File: config.mk
export PLATFORM = sky130hd
export DESIGN_NAME = ib_lut_mem_pingpong_flat
export DESIGN_NICKNAME = d
export VERILOG_FILES = /design/src/rtl/ib_lut_mem_pkg.sv /design/src/rtl/ib_lut_mem_pingpong_if.sv /design/src/rtl/ib_lut_mem_pingpong_bank.sv /design/src/rtl/ib_lut_mem_pingpong.sv /design/src/flat_wrapper.sv
export SDC_FILE = /design/constraint.sdc
export NUM_CORES = 1
export LEC_CHECK = 0
export CAP_MARGIN = 5
export CORE_MARGIN = 1
export CORE_UTILIZATION = 55
export CTS_CLUSTER_DIAMETER = 30
export CTS_CLUSTER_SIZE = 8
export DETAILED_ROUTE_END_ITERATION = 10
export HOLD_SLACK_MARGIN = 0.05
export PLACE_DENSITY = 0.72
export SETUP_SLACK_MARGIN = 0.3
export SKIP_CTS_REPAIR_TIMING = 1
export SLEW_MARGIN = 25
export SYNTH_ARGS = -nofsm -noshare
export SYNTH_HDL_FRONTEND = slang
export SYNTH_HIERARCHICAL = 1
export SYNTH_SLANG_ARGS = --single-unit
File: constraint.sdc
create_clock -name sys_clk -period 5.55 [get_ports sys_clk]
set_clock_uncertainty 0.2 [all_clocks]
set_input_delay 1.3875 -clock sys_clk [delete_from_list [all_inputs] [get_ports sys_clk]]
set_output_delay 1.3875 -clock sys_clk [all_outputs]
set_load 0.005 [all_outputs]
File: src/rtl/ib_lut_mem_pkg.sv
// Shared types and helpers for the ping-pong IB LUT store.
package ib_lut_mem_pkg;

    typedef enum logic [1:0] {
        IDLE   = 2'd0,
        LOAD   = 2'd1,
        COMMIT = 2'd2
    } lut_state_e;

    // Word counter must hold the full-set count, not just the last index.
    function automatic int unsigned cnt_width(input int unsigned bank_num,
                                              input int unsigned page_num);
        return $clog2(bank_num * page_num + 1);
    endfunction

endpackage

File: src/rtl/ib_lut_mem_pingpong_if.sv
// LUT load stream: valid/ready word transfer into the shadow set.
interface ib_lut_mem_pingpong_if #(
    parameter int unsigned QUAN_SIZE = 3
);
    logic [QUAN_SIZE-1:0] load_data;
    logic                 load_valid;
    logic                 load_ready;

    modport master (output load_data, output load_valid, input load_ready);
    modport slave  (input load_data, input load_valid, output load_ready);
endinterface

File: src/rtl/ib_lut_mem_pingpong_bank.sv
// One LUT bank: synchronous write, combinational read, distributed RAM.
module lut_mem_bank_sdp_1clk #(
    parameter int unsigned DATA_W = 3,
    parameter int unsigned DEPTH  = 16,
    parameter int unsigned ADDR_W = 4
) (
    input  logic              sys_clk,
    input  logic              we_i,
    input  logic [ADDR_W-1:0] waddr_i,
    input  logic [DATA_W-1:0] wdata_i,
    input  logic [ADDR_W-1:0] raddr_i,
    output logic [DATA_W-1:0] rdata_o
);
    (* ram_style = "distributed" *) logic [DATA_W-1:0] mem_q [DEPTH];

    always_ff @(posedge sys_clk) begin
        if (we_i) mem_q[waddr_i] <= wdata_i;
    end

    assign rdata_o = mem_q[raddr_i];
endmodule

File: src/rtl/ib_lut_mem_pingpong.sv
// Double-buffered multi-bank IB LUT: lanes read the active set while the
// load FSM fills the shadow set; an explicit swap flips the sets.
module ib_lut_mem_pingpong
    import ib_lut_mem_pkg::*;
#(
    parameter int unsigned QUAN_SIZE     = 3,
    parameter int unsigned PAGE_NUM      = 16,
    parameter int unsigned ADDR_BITWIDTH = 4,
    parameter int unsigned BANK_NUM      = 4,
    parameter int unsigned READ_LATENCY  = 0
) (
    input  logic                              sys_clk,
    input  logic                              rst,
    input  logic [BANK_NUM*ADDR_BITWIDTH-1:0] read_addr_i,
    output logic [BANK_NUM*QUAN_SIZE-1:0]     read_page_o,
    input  logic                              load_start_i,
    ib_lut_mem_pingpong_if.slave              load_if,
    input  logic                              swap_en_i,
    output logic                              load_busy_o,
    output logic                              swap_pending_o,
    output logic                              swap_done_o,
    output logic                              active_sel_o
);
    localparam int unsigned CNT_W = cnt_width(BANK_NUM, PAGE_NUM);
    localparam int unsigned WORDS = BANK_NUM * PAGE_NUM;

    lut_state_e         state_q, state_d;
    logic [CNT_W-1:0]   cnt_q, cnt_d;
    logic               sel_q, sel_d;
    logic               ready_q, ready_d;
    logic               busy_q, busy_d;
    logic               pend_q, pend_d;
    logic               done_q, done_d;
    logic               accept_c;
    logic [CNT_W-1:0]   wbank_c;
    logic [ADDR_BITWIDTH-1:0] waddr_c;
    logic [1:0][BANK_NUM-1:0][QUAN_SIZE-1:0] rdata_c;
    logic [BANK_NUM*QUAN_SIZE-1:0]           page_c;

    assign accept_c = load_if.load_valid & ready_q;
    assign wbank_c  = cnt_q / CNT_W'(PAGE_NUM);
    assign waddr_c  = ADDR_BITWIDTH'(cnt_q % CNT_W'(PAGE_NUM));

    always_comb begin
        state_d = state_q;
        cnt_d   = cnt_q;
        sel_d   = sel_q;
        done_d  = 1'b0;
        case (state_q)
            IDLE: begin
                if (load_start_i) begin
                    state_d = LOAD;
                    cnt_d   = '0;
                end
            end
            LOAD: begin
                if (accept_c) begin
                    cnt_d = cnt_q + CNT_W'(1);
                    if (cnt_q == CNT_W'(WORDS - 1)) state_d = COMMIT;
                end
            end
            COMMIT: begin
                if (swap_en_i) begin
                    sel_d   = ~sel_q;
                    done_d  = 1'b1;
                    state_d = IDLE;
                end
            end
            default: state_d = IDLE;
        endcase
        ready_d = (state_d == LOAD);
        busy_d  = (state_d != IDLE);
        pend_d  = (state_d == COMMIT);
    end

    always_ff @(posedge sys_clk) begin
        if (rst) begin
            state_q <= IDLE;
            cnt_q   <= '0;
            sel_q   <= 1'b0;
            ready_q <= 1'b0;
            busy_q  <= 1'b0;
            pend_q  <= 1'b0;
            done_q  <= 1'b0;
        end else begin
            state_q <= state_d;
            cnt_q   <= cnt_d;
            sel_q   <= sel_d;
            ready_q <= ready_d;
            busy_q  <= busy_d;
            pend_q  <= pend_d;
            done_q  <= done_d;
        end
    end

    // Writes only ever target the shadow set, so no read/write collision exists.
    for (genvar s = 0; s < 2; s++) begin : g_set
        for (genvar b = 0; b < BANK_NUM; b++) begin : g_bank
            logic we_c;
            assign we_c = accept_c && (wbank_c == CNT_W'(b)) && (sel_q != 1'(s));
            lut_mem_bank_sdp_1clk #(
                .DATA_W (QUAN_SIZE),
                .DEPTH  (PAGE_NUM),
                .ADDR_W (ADDR_BITWIDTH)
            ) u_bank (
                .sys_clk (sys_clk),
                .we_i    (we_c),
                .waddr_i (waddr_c),
                .wdata_i (load_if.load_data),
                .raddr_i (read_addr_i[b*ADDR_BITWIDTH +: ADDR_BITWIDTH]),
                .rdata_o (rdata_c[s][b])
            );
        end
    end

    always_comb begin
        page_c = '0;
        for (int b = 0; b < int'(BANK_NUM); b++) begin
            page_c[b*QUAN_SIZE +: QUAN_SIZE] = rdata_c[sel_q][b];
        end
    end

    if (READ_LATENCY == 0) begin : g_rd_comb
        assign read_page_o = page_c;
    end else begin : g_rd_reg
        // Uses pre-edge sel_q, so a read on the swap edge returns old-set data.
        logic [BANK_NUM*QUAN_SIZE-1:0] page_q;
        always_ff @(posedge sys_clk) begin
            if (rst) page_q <= '0;
            else     page_q <= page_c;
        end
        assign read_page_o = page_q;
    end

    assign load_if.load_ready = ready_q;
    assign load_busy_o        = busy_q;
    assign swap_pending_o     = pend_q;
    assign swap_done_o        = done_q;
    assign active_sel_o       = sel_q;
endmodule
File: src/flat_wrapper.sv
// flat-port wrapper written by rule: the top's interface ports become plain ports
module ib_lut_mem_pingpong_flat import ib_lut_mem_pkg::*;
#(
    parameter int unsigned QUAN_SIZE     = 3,
    parameter int unsigned PAGE_NUM      = 16,
    parameter int unsigned ADDR_BITWIDTH = 4,
    parameter int unsigned BANK_NUM      = 4,
    parameter int unsigned READ_LATENCY  = 0
)
  (sys_clk, rst, read_addr_i, read_page_o, load_start_i, swap_en_i, load_busy_o, swap_pending_o, swap_done_o, active_sel_o, load_if_load_data, load_if_load_valid, load_if_load_ready);
  ib_lut_mem_pingpong_if #(.QUAN_SIZE(QUAN_SIZE)) load_if_i ();
  input  logic sys_clk;
  input  logic rst;
  input  logic [BANK_NUM*ADDR_BITWIDTH-1:0] read_addr_i;
  output logic [BANK_NUM*QUAN_SIZE-1:0] read_page_o;
  input  logic load_start_i;
  input  logic swap_en_i;
  output logic load_busy_o;
  output logic swap_pending_o;
  output logic swap_done_o;
  output logic active_sel_o;
  input wire logic [$bits(load_if_i.load_data)-1:0] load_if_load_data;
  input wire logic [$bits(load_if_i.load_valid)-1:0] load_if_load_valid;
  output wire logic [$bits(load_if_i.load_ready)-1:0] load_if_load_ready;
  assign load_if_i.load_data = load_if_load_data;
  assign load_if_i.load_valid = load_if_load_valid;
  assign load_if_load_ready = load_if_i.load_ready;
  ib_lut_mem_pingpong #(.QUAN_SIZE(QUAN_SIZE), .PAGE_NUM(PAGE_NUM), .ADDR_BITWIDTH(ADDR_BITWIDTH), .BANK_NUM(BANK_NUM), .READ_LATENCY(READ_LATENCY)) u_core (.sys_clk(sys_clk), .rst(rst), .read_addr_i(read_addr_i), .read_page_o(read_page_o), .load_start_i(load_start_i), .load_if(load_if_i), .swap_en_i(swap_en_i), .load_busy_o(load_busy_o), .swap_pending_o(swap_pending_o), .swap_done_o(swap_done_o), .active_sel_o(active_sel_o));
endmodule
### After elaboration in Yosys (flattened, before gate mapping)

Memory sizes are Yosys's and may differ from the RTL's.
Cells that the tools add are included.

| cells by class | value |
|---|---|
| multipliers | 0 |
| reduce and logical (&&, ||, !) cells | 19 |
| div/mod/pow operators | 0 |
| shifts and indexed selects | 0 |
| muxes and demuxes | 27 |
| magnitude comparators | 1 |
| bitwise logic cells | 3 |
| add/subtract/negate cells | 1 |
| eq/ne operators | 10 |

Operator list:

| kind | count |
|---|---|
| $mux W12 | 2 |
| $mux W1 | 17 |
| $mux W7 | 2 |
| $pmux W7 S2 | 1 |
| $logic_and A1 B1 Y1 | 12 |
| $mux W2 | 4 |
| $add A7 B1 Y7 const B | 1 |
| $eq A7 B6 Y1 const B | 1 |
| $logic_not A7 Y1 | 1 |
| $eq A3 B2 Y1 const B | 2 |
| $pmux W2 S3 | 1 |
| $eq A2 B1 Y1 const B | 2 |
| $eq A2 B2 Y1 const B | 2 |
| $reduce_bool A2 Y1 | 2 |
| $eq A3 B1 Y1 const B | 1 |
| $reduce_and A3 Y1 | 1 |
| $logic_not A2 Y1 | 1 |
| $lt A1 B2 Y1 const B | 1 |
| $ne A2 B1 Y1 const B | 1 |
| $ne A2 B2 Y1 const B | 1 |
| $not A1 Y1 | 2 |
| $reduce_and A2 Y1 | 1 |
| $reduce_or A2 Y1 | 1 |
| $and A1 B1 Y1 | 1 |

| storage, ports and cells | value |
|---|---|
| memories | 8 |
| output and inout port bits | 17 |
| ROM bits | 0 |
| bits of input ports | 24 |
| logic and storage cells | 76 |
| RAM bits | 384 |
| bits in registers | 14 |
| latch bits | 0 |

Memory list:

| name | depth | bits a word | read ports | clocked after memory_dff | wr ports | RTL line | source |
|---|---|---|---|---|---|---|---|
| u_core.g_set[0].g_bank[0].u_bank.mem_q | 16 | 3 | 1 | 0 | 1 | ib_lut_mem_pingpong_bank.sv:14 | `(* ram_style = "distributed" *) logic [DATA_W-1:0] mem_q [DEPTH];` |
| u_core.g_set[0].g_bank[1].u_bank.mem_q | 16 | 3 | 1 | 0 | 1 | ib_lut_mem_pingpong_bank.sv:14 |  |
| u_core.g_set[0].g_bank[2].u_bank.mem_q | 16 | 3 | 1 | 0 | 1 | ib_lut_mem_pingpong_bank.sv:14 |  |
| u_core.g_set[0].g_bank[3].u_bank.mem_q | 16 | 3 | 1 | 0 | 1 | ib_lut_mem_pingpong_bank.sv:14 |  |
| u_core.g_set[1].g_bank[0].u_bank.mem_q | 16 | 3 | 1 | 0 | 1 | ib_lut_mem_pingpong_bank.sv:14 |  |
| u_core.g_set[1].g_bank[1].u_bank.mem_q | 16 | 3 | 1 | 0 | 1 | ib_lut_mem_pingpong_bank.sv:14 |  |
| 2 more memories | - | - | - | - | - | - |  |

### Depth between registers and ports, before layout

Gate-level depths: netlist of run 1.

| depth | value |
|---|---|
| depth after elaboration | 5 |
| gate-level depth with buffers | 6 |
| gate-level depth less buffers | 6 |

### Hierarchy

The synthesis of run 1 kept the hierarchy.

Modules (own cells, without submodules):

| module | area an instance (µm²) | instances | sequential area each (µm²) | cells an instance |
|---|---|---|---|---|
| lut_mem_bank_sdp_1clk | 1951.9 | 8 | 1441.4 | 100 |
| ib_lut_mem_pingpong | 788.3 | 1 | 280.3 | 87 |

### Worst setup path before layout of run 1

Ideal clock, no wire load.

| path | value |
|---|---|
| kind | in2out |
| from | in read_addr_i[13] |
| to | out read_page_o[10] |
| required time | 3.963 ns |
| buffers on the path | 1 |
| data arrival time | 2.528 ns |
| slack | 1.435 ns |
| cell stages on the path | 5 |
| path through | clkbuf_1 -> mux4_2 -> a22oi_2 -> nand3_1 -> mux2_2 |

RTL lines:

| item | RTL line | source |
|---|---|---|
| from (decl) | flat_wrapper.sv:14 | `input logic [BANK_NUM*ADDR_BITWIDTH-1:0] read_addr_i;` |
| to (decl) | flat_wrapper.sv:15 | `output logic [BANK_NUM*QUAN_SIZE-1:0] read_page_o;` |

==> results.json, run 1 <==
{
  "ys_types": 37,
  "antenna_found_initial": 0,
  "drtAntennaViolNets": 0,
  "cp_num_buf_inv": 3,
  "root_buffer": "clkbuf_16",
  "floorplan.rows": 62,
  "num_vias": 8893,
  "power.leakage_uw": 0.00654,
  "timing.final.setup_violations": 0,
  "hold_path_class": "reg -> reg",
  "cp.arrival_ns": 3.58,
  "async_flop_share_pct": 0,
  "fin_crit_sh_pct": 93.1,
  "route.detailed.drc": 0,
  "cts.clk_slew.worst_paths_ns": 0.05,
  "peakVddDrop_uv": 278,
  "io-pin-count": 41,
  "ys_seq_area_share_pct": 72.0,
  "drt_first_pass_iters": 5,
  "cts_buffers": 74,
  "syn_to_final_growth_pct": 21.3,
  "grt_max_degree": 93,
  "num_antenna_cells": 0,
  "period_minus_slack_ns": 5.16,
  "syn_inst": 887,
  "place.gp.congestion": 0.749,
  "avgSynthCellArea_um2": 18.5,
  "ys_seq_elements": 398,
  "insertion_delay_ns": 0.57,
  "routed_wl_um": 34700,
  "synth-edff-count": 384,
  "path_common_cell": "clkdlybuf4s50_1",
  "wl_per_cell_um": 24.0,
  "die_w_um": 175,
  "required_ns": 3.96,
  "final_cell_mix": "384 x edfxtp_1, 114 x nor2_1, 78 x clkbuf_16",
  "nets": 1032,
  "coreArea_um2": 29000,
  "clock_path_buffers": 3,
  "grt.total_usage_pct": 22.9,
  "overflow": 0,
  "first_global_vias": 9189,
  "port_buffers": 40,
  "finalPower_uw": 7920,
  "place_area_um2": 17400,
  "drt_iter0_markers": 853,
  "stdcell_area_um2": 19900,
  "hpwl_um": 19200,
  "num-fill-cells": 1876,
  "grt_setup_unrepaired": "false",
  "avgViaCountPerCell": 6.15,
  "cp_cell_sequence": "clkdlybuf4s50_1 -> buf_4 -> mux4_2 -> a22oi_1 -> nand3_1 -> mux2_2 -> clkdlybuf4s50_1",
  "ys_warn_count": 6,
  "worstMarginPinSlew_ns": 0.936,
  "cellPowerDensity_nw_per_um2": 398,
  "dieArea_um2": 30500,
  "worst_hold_slack_ns": 0.401,
  "slew_headroom_pct": 37.6,
  "cts.sinks": 398,
  "htreeDepth": 3,
  "dieHeight_um": 175,
  "status": "finished clean",
  "crit_type": "in -> out",
  "max_freq_ghz": 0.194,
  "cp_max_fo": 24,
  "fin_tns_setup_ns": 0,
  "synth-main-ff-cell": "edfxtp_1",
  "grt_pass1_wl_um": 52300,
  "cap_violations": 0,
  "finalMaxSlewViolations": 0,
  "startpoint_type": "primary input",
  "crit_family": "buffers and inverters",
  "syn-cell-area_um2": 16400,
  "synth_nets": 912,
  "drive_gt1_share_pct": 19.0,
  "cp-end-kind": "output port",
  "crit_slowest_cell": "clkdlybuf4s50_1",
  "layout_commonest_cell": "edfxtp_1",
  "hold_violations": 0,
  "critical-path-max-stage-delay_ns": 0.45,
  "cts_tree": "yes",
  "initial_core_util_pct": 56.5
}
-- where the power goes --
group,total (µW),switching [µW],leakage (µW),internal [µW]
sequential,3310,6.61,0.00357,3300
combinational,304,168,0.00180,136
clock,4300,1470,0.00118,2830
-- metrics by stage --
stage,utilization (%),instances,worst slack (ns)
6_report,68.6,1447,0.385
5_1_grt,68.6,1447,0.324
4_1_cts,68.2,1443,0.127
3_5_place_dp,59.9,1311,0.202
3_3_place_gp,59.9,1311,0.243
2_1_floorplan,-,887,1.43
-- layer usage --
layer	GRT usage [%]	share of wire [%]
met3	4.26	6.1
met4	8.84	2.6
met2	37.6	51
met5	0	0
met1	30.6	41
-- final timing paths --
kind                                   startpoint                                                      to  slack, ns  cells past startpoint
min                  u_core/state_q[1]$_SDFF_PP0_                           u_core/swap_done_o$_SDFF_PP0_       0.40                      2
min reg2reg          u_core/state_q[1]$_SDFF_PP0_                           u_core/swap_done_o$_SDFF_PP0_       0.40                      2
max                               read_addr_i[13]                                          read_page_o[9]       0.39                      7
max reg2reg  u_core/load_if.load_ready$_SDFF_PP0_  u_core/g_set[0].g_bank[0].u_bank/mem_q[0][1]$_DFFE_PP_       2.55                      5
-- cell usage after synthesis, types with 2 or more instances --
library cell	n	area share [%]
nor2b_1	17	0.65
xnor2_1	4	0.21
nand3b_1	17	0.78
mux4_1	64	10
dfxtp_1	14	1.7
a22oi_1	16	0.73
nand3_1	58	1.8
edfxtp_1	384	70
a22oi_2	8	0.61
buf_6	8	0.55
mux4_2	32	4.4
nor2_1	114	2.6
xor2_1	2	0.11
nor4_1	2	0.076
nand2_1	38	0.87
mux2_2	12	0.82
clkbuf_1	10	0.23
nand2b_1	18	0.69
or3b_2	9	0.48
nor3_1	37	1.1
a21oi_1	6	0.18
nand4_1	2	0.076
-- sequential cells by signal, summed over array words and instances (netlist names) --
signal / count
u_core/state_q: 2
u_core/swap_pending_o: 1
u_core/load_busy_o: 1
u_core/active_sel_o: 1
u_core/g_set.g_bank.u_bank/mem_q: 384
u_core/swap_done_o: 1
u_core/load_if.load_ready: 1
u_core/cnt_q: 7
-- worst register-to-register path: stages (launching register included) --
cell and delay, ns:
dfxtp_1 0.42, nand2_1 0.18, nor3_1 0.38, nor2b_1 0.44, or3b_2 0.55, nor3_1 0.47
-- area by class of cell --
| class | count | area (µm²) | area share [%] |
|---|---|---|---|
| flip-flops and latches | 398 | 11800 | 59.4 |
| well taps | 384 | 480 | 2.41 |
| clock inverters | 35 | 455 | 2.29 |
| inverters | 1 | 3.75 | 0.0189 |
| multi-input cells | 469 | 4460 | 22.4 |
| clock buffers | 97 | 1970 | 9.89 |
| repair buffers | 63 | 721 | 3.62 |
-- kinds of logic after synthesis --
group / Yosys count / share of synthesized area, %
xor gates and xnor gates: 6 / 0.320
muxes: 108 / 15.5
AOI/OAI and AO/OA: 35 / 1.85
adders and majority gates: 1 / 0.0763
buffers and inverters: 20 / 0.824
and+or+nand+nor: 319 / 9.46
DFF: 398 / 72.0
Note: power is estimated with default switching activity, not from simulation.
==> run 2: changes to the inputs <==
- GPL_TIMING_DRIVEN: unset -> 0
==> run 2 against run 1 <==
Global-route usage fell by 1.7 points. Largest cell class unchanged. Routed wire length fell by 9.4%. Die area did not move. Design area fell by 0.77%. Clock power fell by 7.2%.
==> results.json, run 2 (synthesis results as in run 1) <==
{
  "drive_gt1_share_pct": 18.7,
  "setup_ws_ns": 0.405,
  "dieArea_um2": 30500,
  "die_w_um": 175,
  "cp_max_fo": 10,
  "syn_to_final_growth_pct": 20.4,
  "cap_violations": 0,
  "required_ns": 3.96,
  "drt_first_pass_iters": 5,
  "coreArea_um2": 29000,
  "routed_wl_um": 31500,
  "place_area_um2": 17500,
  "status": "finished clean",
  "regMostFlops": "u_core/g_set.g_bank.u_bank/mem_q",
  "worstMarginPinSlew_ns": 0.952,
  "antenna_found_initial": 0,
  "layout_commonest_cell": "edfxtp_1",
  "cts.sinks": 398,
  "port_buffers": 39,
  "hpwl_um": 19300,
  "final_cell_mix": "384 x edfxtp_1, 114 x nor2_1, 73 x clkbuf_16",
  "htreeDepth": 3,
  "largest_reg_flops": 384,
  "io-pin-count": 41,
  "cp-end-kind": "output port",
  "fin_crit_sh_pct": 92.7,
  "num-fill-cells": 1883,
  "cts_buffers": 72,
  "nets": 1032,
  "floorplan.rows": 62,
  "critical-path-max-stage-delay_ns": 0.52,
  "grt_pass1_wl_um": 48800,
  "route.detailed.drc": 0,
  "cp_cell_sequence": "dlymetal6s2s_1 -> buf_6 -> mux4_2 -> a22oi_1 -> nand3_1 -> mux2_2 -> clkdlybuf4s50_1",
  "grt.total_usage_pct": 21.2,
  "power.leakage_uw": 0.00648,
  "slew_headroom_pct": 36.5,
  "first_global_vias": 8997,
  "num_antenna_cells": 0,
  "crit_slowest_cell": "mux4_2",
  "final_cells": 1440,
  "cellPowerDensity_nw_per_um2": 385,
  "hold_violations": 0,
  "utilization_pct": 68.1,
  "wl_per_cell_um": 21.9,
  "startpoint_type": "primary input",
  "max_freq_ghz": 0.194,
  "timing.final.setup_violations": 0,
  "pre_cts_ws_ns": -0.0463,
  "insertion_delay_ns": 0.55,
  "cp.arrival_ns": 3.56,
  "drt_iter0_markers": 775,
  "hold_path_class": "reg -> reg",
  "avgViaCountPerCell": 6.04,
  "initial_core_util_pct": 56.5,
  "fin_tns_setup_ns": 0,
  "overflow": 0,
  "reg_top3": "u_core/g_set.g_bank.u_bank/mem_q x384, u_core/cnt_q x7, u_core/state_q x2",
  "finalMaxSlewViolations": 0,
  "cts.clk_slew.worst_paths_ns": 0.05,
  "dp.cells": 1317,
  "drtAntennaViolNets": 0,
  "root_buffer": "clkbuf_16",
  "clock_path_buffers": 3,
  "period_minus_slack_ns": 5.14,
  "stdcell_area_um2": 19700,
  "grt_setup_unrepaired": "false",
  "place.gp.congestion": 0.776,
  "num_vias": 8694,
  "crit_type": "in -> out",
  "grt_max_degree": 101,
  "cts_tree": "yes",
  "peakVddDrop_uv": 307,
  "dieHeight_um": 175
}
==> run 2: cell types whose count changed in the layout (fill, tap and decap cells not counted), moves of 3 or more <==
cell,previous run,this run
buf_6,0,11
clkdlybuf4s50_1,33,28
buf_4,16,8
buf_16,0,5
buf_12,6,2
clkinv_8,4,0
dlymetal6s2s_1,4,8
inv_6,1,4
clkbuf_1,20,23
clkbuf_16,78,73
==> run 2: per-stage QoR <==
step	total power [µW]	hold slack [ns]
final	7600	0.391
after global routing	7830	0.418
after detailed placement	3660	0.377
after global placement	3660	0.356
after floorplan	3510	0.326
after CTS	7660	0.385
==> run 2: layout make-up <==
| type | instances | area, µm² | share of cell area, % |
|---|---|---|---|
| clock buffer | 95 | 1920 | 9.72 |
| buffer | 19 | 161 | 0.817 |
| tap | 384 | 480 | 2.43 |
| timing repair buffer | 46 | 592 | 3.00 |
| multi-input combinational | 469 | 4460 | 22.6 |
| clock inverter | 28 | 304 | 1.54 |
| inverter | 1 | 3.75 | 0.0190 |
| sequential | 398 | 11800 | 59.9 |
==> run 2: routing by layer <==
metal | vias up | part of all wire (%) | GRT usage (%)
met5 | - | 0 | 0
met4 | 0 | 1.9 | 6.85
met3 | 61 | 6.2 | 4.85
met2 | 296 | 50 | 35.1
met1 | 4421 | 42 | 28.2
li1 | 3916 | - | -
==> run 2: critical path, delay by kind of cell <==
| kind | cells | cell delay (ns) |
|---|---|---|
| multiplexers | 2 | 0.82 |
| buffers and inverters | 3 | 0.97 |
| AO/OA/AOI/OAI | 1 | 0.23 |
| AND/OR/NAND/NOR | 1 | 0.14 |
==> run 2: power breakdown <==
group          internal [µW]  leakage (µW)  total, µW  switching [µW]
clock                   2650       0.00108       3990            1340
sequential              3300       0.00357       3310            8.57
combinational            135       0.00183        296             161
total                   6080       0.00648       7600            1510
==> run 2: final timing paths <==
check	from	to	slack [ns]	cells after the start
max reg2reg	u_core/active_sel_o$_SDFFE_PP0P_	u_core/g_set[0].g_bank[3].u_bank/mem_q[0][0]$_DFFE_PP_	2.30	4
min reg2reg	u_core/cnt_q[4]$_SDFFE_PP0P_	u_core/cnt_q[5]$_SDFFE_PP0P_	0.39	2
max	read_addr_i[0]	read_page_o[2]	0.41	7
min	u_core/cnt_q[4]$_SDFFE_PP0P_	u_core/cnt_q[5]$_SDFFE_PP0P_	0.39	2
==> run 3: changes to the inputs <==
- CORE_ASPECT_RATIO: unset -> 0.6
==> run 3 against run 2 <==
Clock power decreased by 16%. Final cell count about the same. Design area fell by 2.1%. Routed wire length grew 7.3%. Non-clock buffer count unchanged. Sequential power about the same. Count of clock-buffer cells in the layout unchanged. First-iteration DRC count increased by 13%. Maximum frequency down 1.1%. Via count increased by 2.0%. Critical path type unchanged.
==> results.json, run 3 (synthesis results as in run 1) <==
{
  "gr-usage-met2_pct": 32.1,
  "insertion_delay_ns": 0.56,
  "syn_to_final_growth_pct": 17.8,
  "grt.busiest_layer": "met1",
  "num_antenna_cells": 0,
  "cts.clk_slew.worst_paths_ns": 0.05,
  "dieArea_um2": 30500,
  "slew_headroom_pct": 30.3,
  "fin_tns_setup_ns": 0,
  "initial_core_util_pct": 56.5,
  "path_common_cell": "clkdlybuf4s50_1",
  "max_freq_ghz": 0.192,
  "startpoint_type": "primary input",
  "r2r_slack_ns": 2.32,
  "required_ns": 3.96,
  "p_comb_share_pct": 4.4,
  "clock_path_buffers": 3,
  "nets": 1020,
  "wl_per_cell_um": 23.5,
  "dieHeight_um": 136,
  "peakVddDrop_uv": 248,
  "cp_cell_sequence": "clkdlybuf4s50_1 -> nor2_1 -> a22oi_1 -> nand3_1 -> mux2_2 -> clkdlybuf4s50_1",
  "avgViaCountPerCell": 6.16,
  "first_global_vias": 8742,
  "grt.total_usage_pct": 23.0,
  "floorplan.rows": 48,
  "cap_violations": 0,
  "setup_ws_ns": 0.346,
  "port_buffers": 39,
  "place.gp.congestion": 0.787,
  "timing.final.setup_violations": 0,
  "root_buffer": "clkbuf_16",
  "status": "finished clean",
  "met1_usage_pct": 36.1,
  "overflow": 0,
  "hold_violations": 0,
  "reg_top3": "u_core/g_set.g_bank.u_bank/mem_q x384, u_core/cnt_q x7, u_core/state_q x2",
  "grt_pass1_wl_um": 51700,
  "io-pin-count": 41,
  "drt_iter0_markers": 874,
  "coreArea_um2": 29000,
  "largest_reg_flops": 384,
  "cellPowerDensity_nw_per_um2": 361,
  "cp.arrival_ns": 3.62,
  "p_int_uw": 5580,
  "crit_type": "in -> out",
  "period_minus_slack_ns": 5.20,
  "drt_first_pass_iters": 5,
  "drive_gt1_share_pct": 16.1,
  "cp_max_fo": 12,
  "routed_wl_um": 33800,
  "fin_crit_sh_pct": 93.8,
  "antenna_found_initial": 0,
  "num_vias": 8869,
  "cp-end-kind": "output port",
  "worstMarginPinSlew_ns": 1.05,
  "power.leakage_uw": 0.00626,
  "pre_cts_ws_ns": -0.122,
  "htreeDepth": 2,
  "swShare_pct": 20.0,
  "grt_setup_unrepaired": "true",
  "hpwl_um": 20600,
  "route.detailed.drc": 0,
  "cts.sinks": 398,
  "power.share.clock_pct": 48.2,
  "seq_power_share_pct": 47.4,
  "cts_tree": "yes",
  "cts_buffers": 60,
  "critical-path-max-stage-delay_ns": 0.84,
  "hold_path_class": "reg -> reg",
  "worst_hold_slack_ns": 0.380,
  "finalMaxSlewViolations": 0,
  "die_w_um": 225,
  "layout_commonest_cell": "edfxtp_1",
  "met3_usage_pct": 6.01,
  "grt_max_degree": 94,
  "crit_slowest_cell": "clkdlybuf4s50_1",
  "regMostFlops": "u_core/g_set.g_bank.u_bank/mem_q",
  "final_cell_mix": "384 x edfxtp_1, 114 x nor2_1, 64 x mux4_1",
  "switchingPower_uw": 1390,
  "drtAntennaViolNets": 0
}
[run 3: final timing paths]
check                                                      start                                                endpoint  cells past startpoint
worst max-delay path                             read_addr_i[11]                                          read_page_o[8]                      6
worst min-delay path                u_core/cnt_q[4]$_SDFFE_PP0P_                            u_core/cnt_q[5]$_SDFFE_PP0P_                      2
worst max register to register  u_core/active_sel_o$_SDFFE_PP0P_  u_core/g_set[0].g_bank[3].u_bank/mem_q[0][0]$_DFFE_PP_                      4
worst min register to register      u_core/cnt_q[4]$_SDFFE_PP0P_                            u_core/cnt_q[5]$_SDFFE_PP0P_                      2
[run 3: through the flow]
step / utilization [%] / area, µm² / cells / total power [µW]
final: 66.6 / 19300 / 1439 / 6970
after global routing: 66.6 / 19300 / 1439 / 7190
after CTS: 66.4 / 19300 / 1439 / 7020
after detailed placement: 60.2 / 17500 / 1333 / 3660
after global placement: 59.6 / 17300 / 1326 / 3670
after floorplan: - / 16400 / 887 / 3510
[run 3: power by group through the flow]
stage | logic (µW) | clock network (µW) | registers, µW
finish | 304 | 3360 | 3310
global route | 325 | 3560 | 3300
CTS | 301 | 3410 | 3310
detailed placement | 300 | 0 | 3360
global placement | 279 | 0 | 3390
floorplan | 148 | 0 | 3370
[run 3: cell type report]
type	count	area [µm²]
plain buffers	19	169
well taps	400	500
repair buffers	46	579
multi-input cells	469	4470
clock inverters	11	129
inverters	1	3.75
fillers	1877	9680
flip-flops and latches	398	11800
clock buffers	95	1650
[run 3: critical path: cells and delay by family]
| family | cells | cell delay (ns) |
|---|---|---|
| buf+inv | 2 | 1.28 |
| compound gates | 1 | 0.33 |
| mux | 1 | 0.29 |
| simple gates | 2 | 0.34 |
[run 3: metal layers]
layer	routed length (µm)	part of all wire [%]
met1	15800	47
met2	14600	43
met4	484	1.4
met5	0	0
met3	2890	8.6
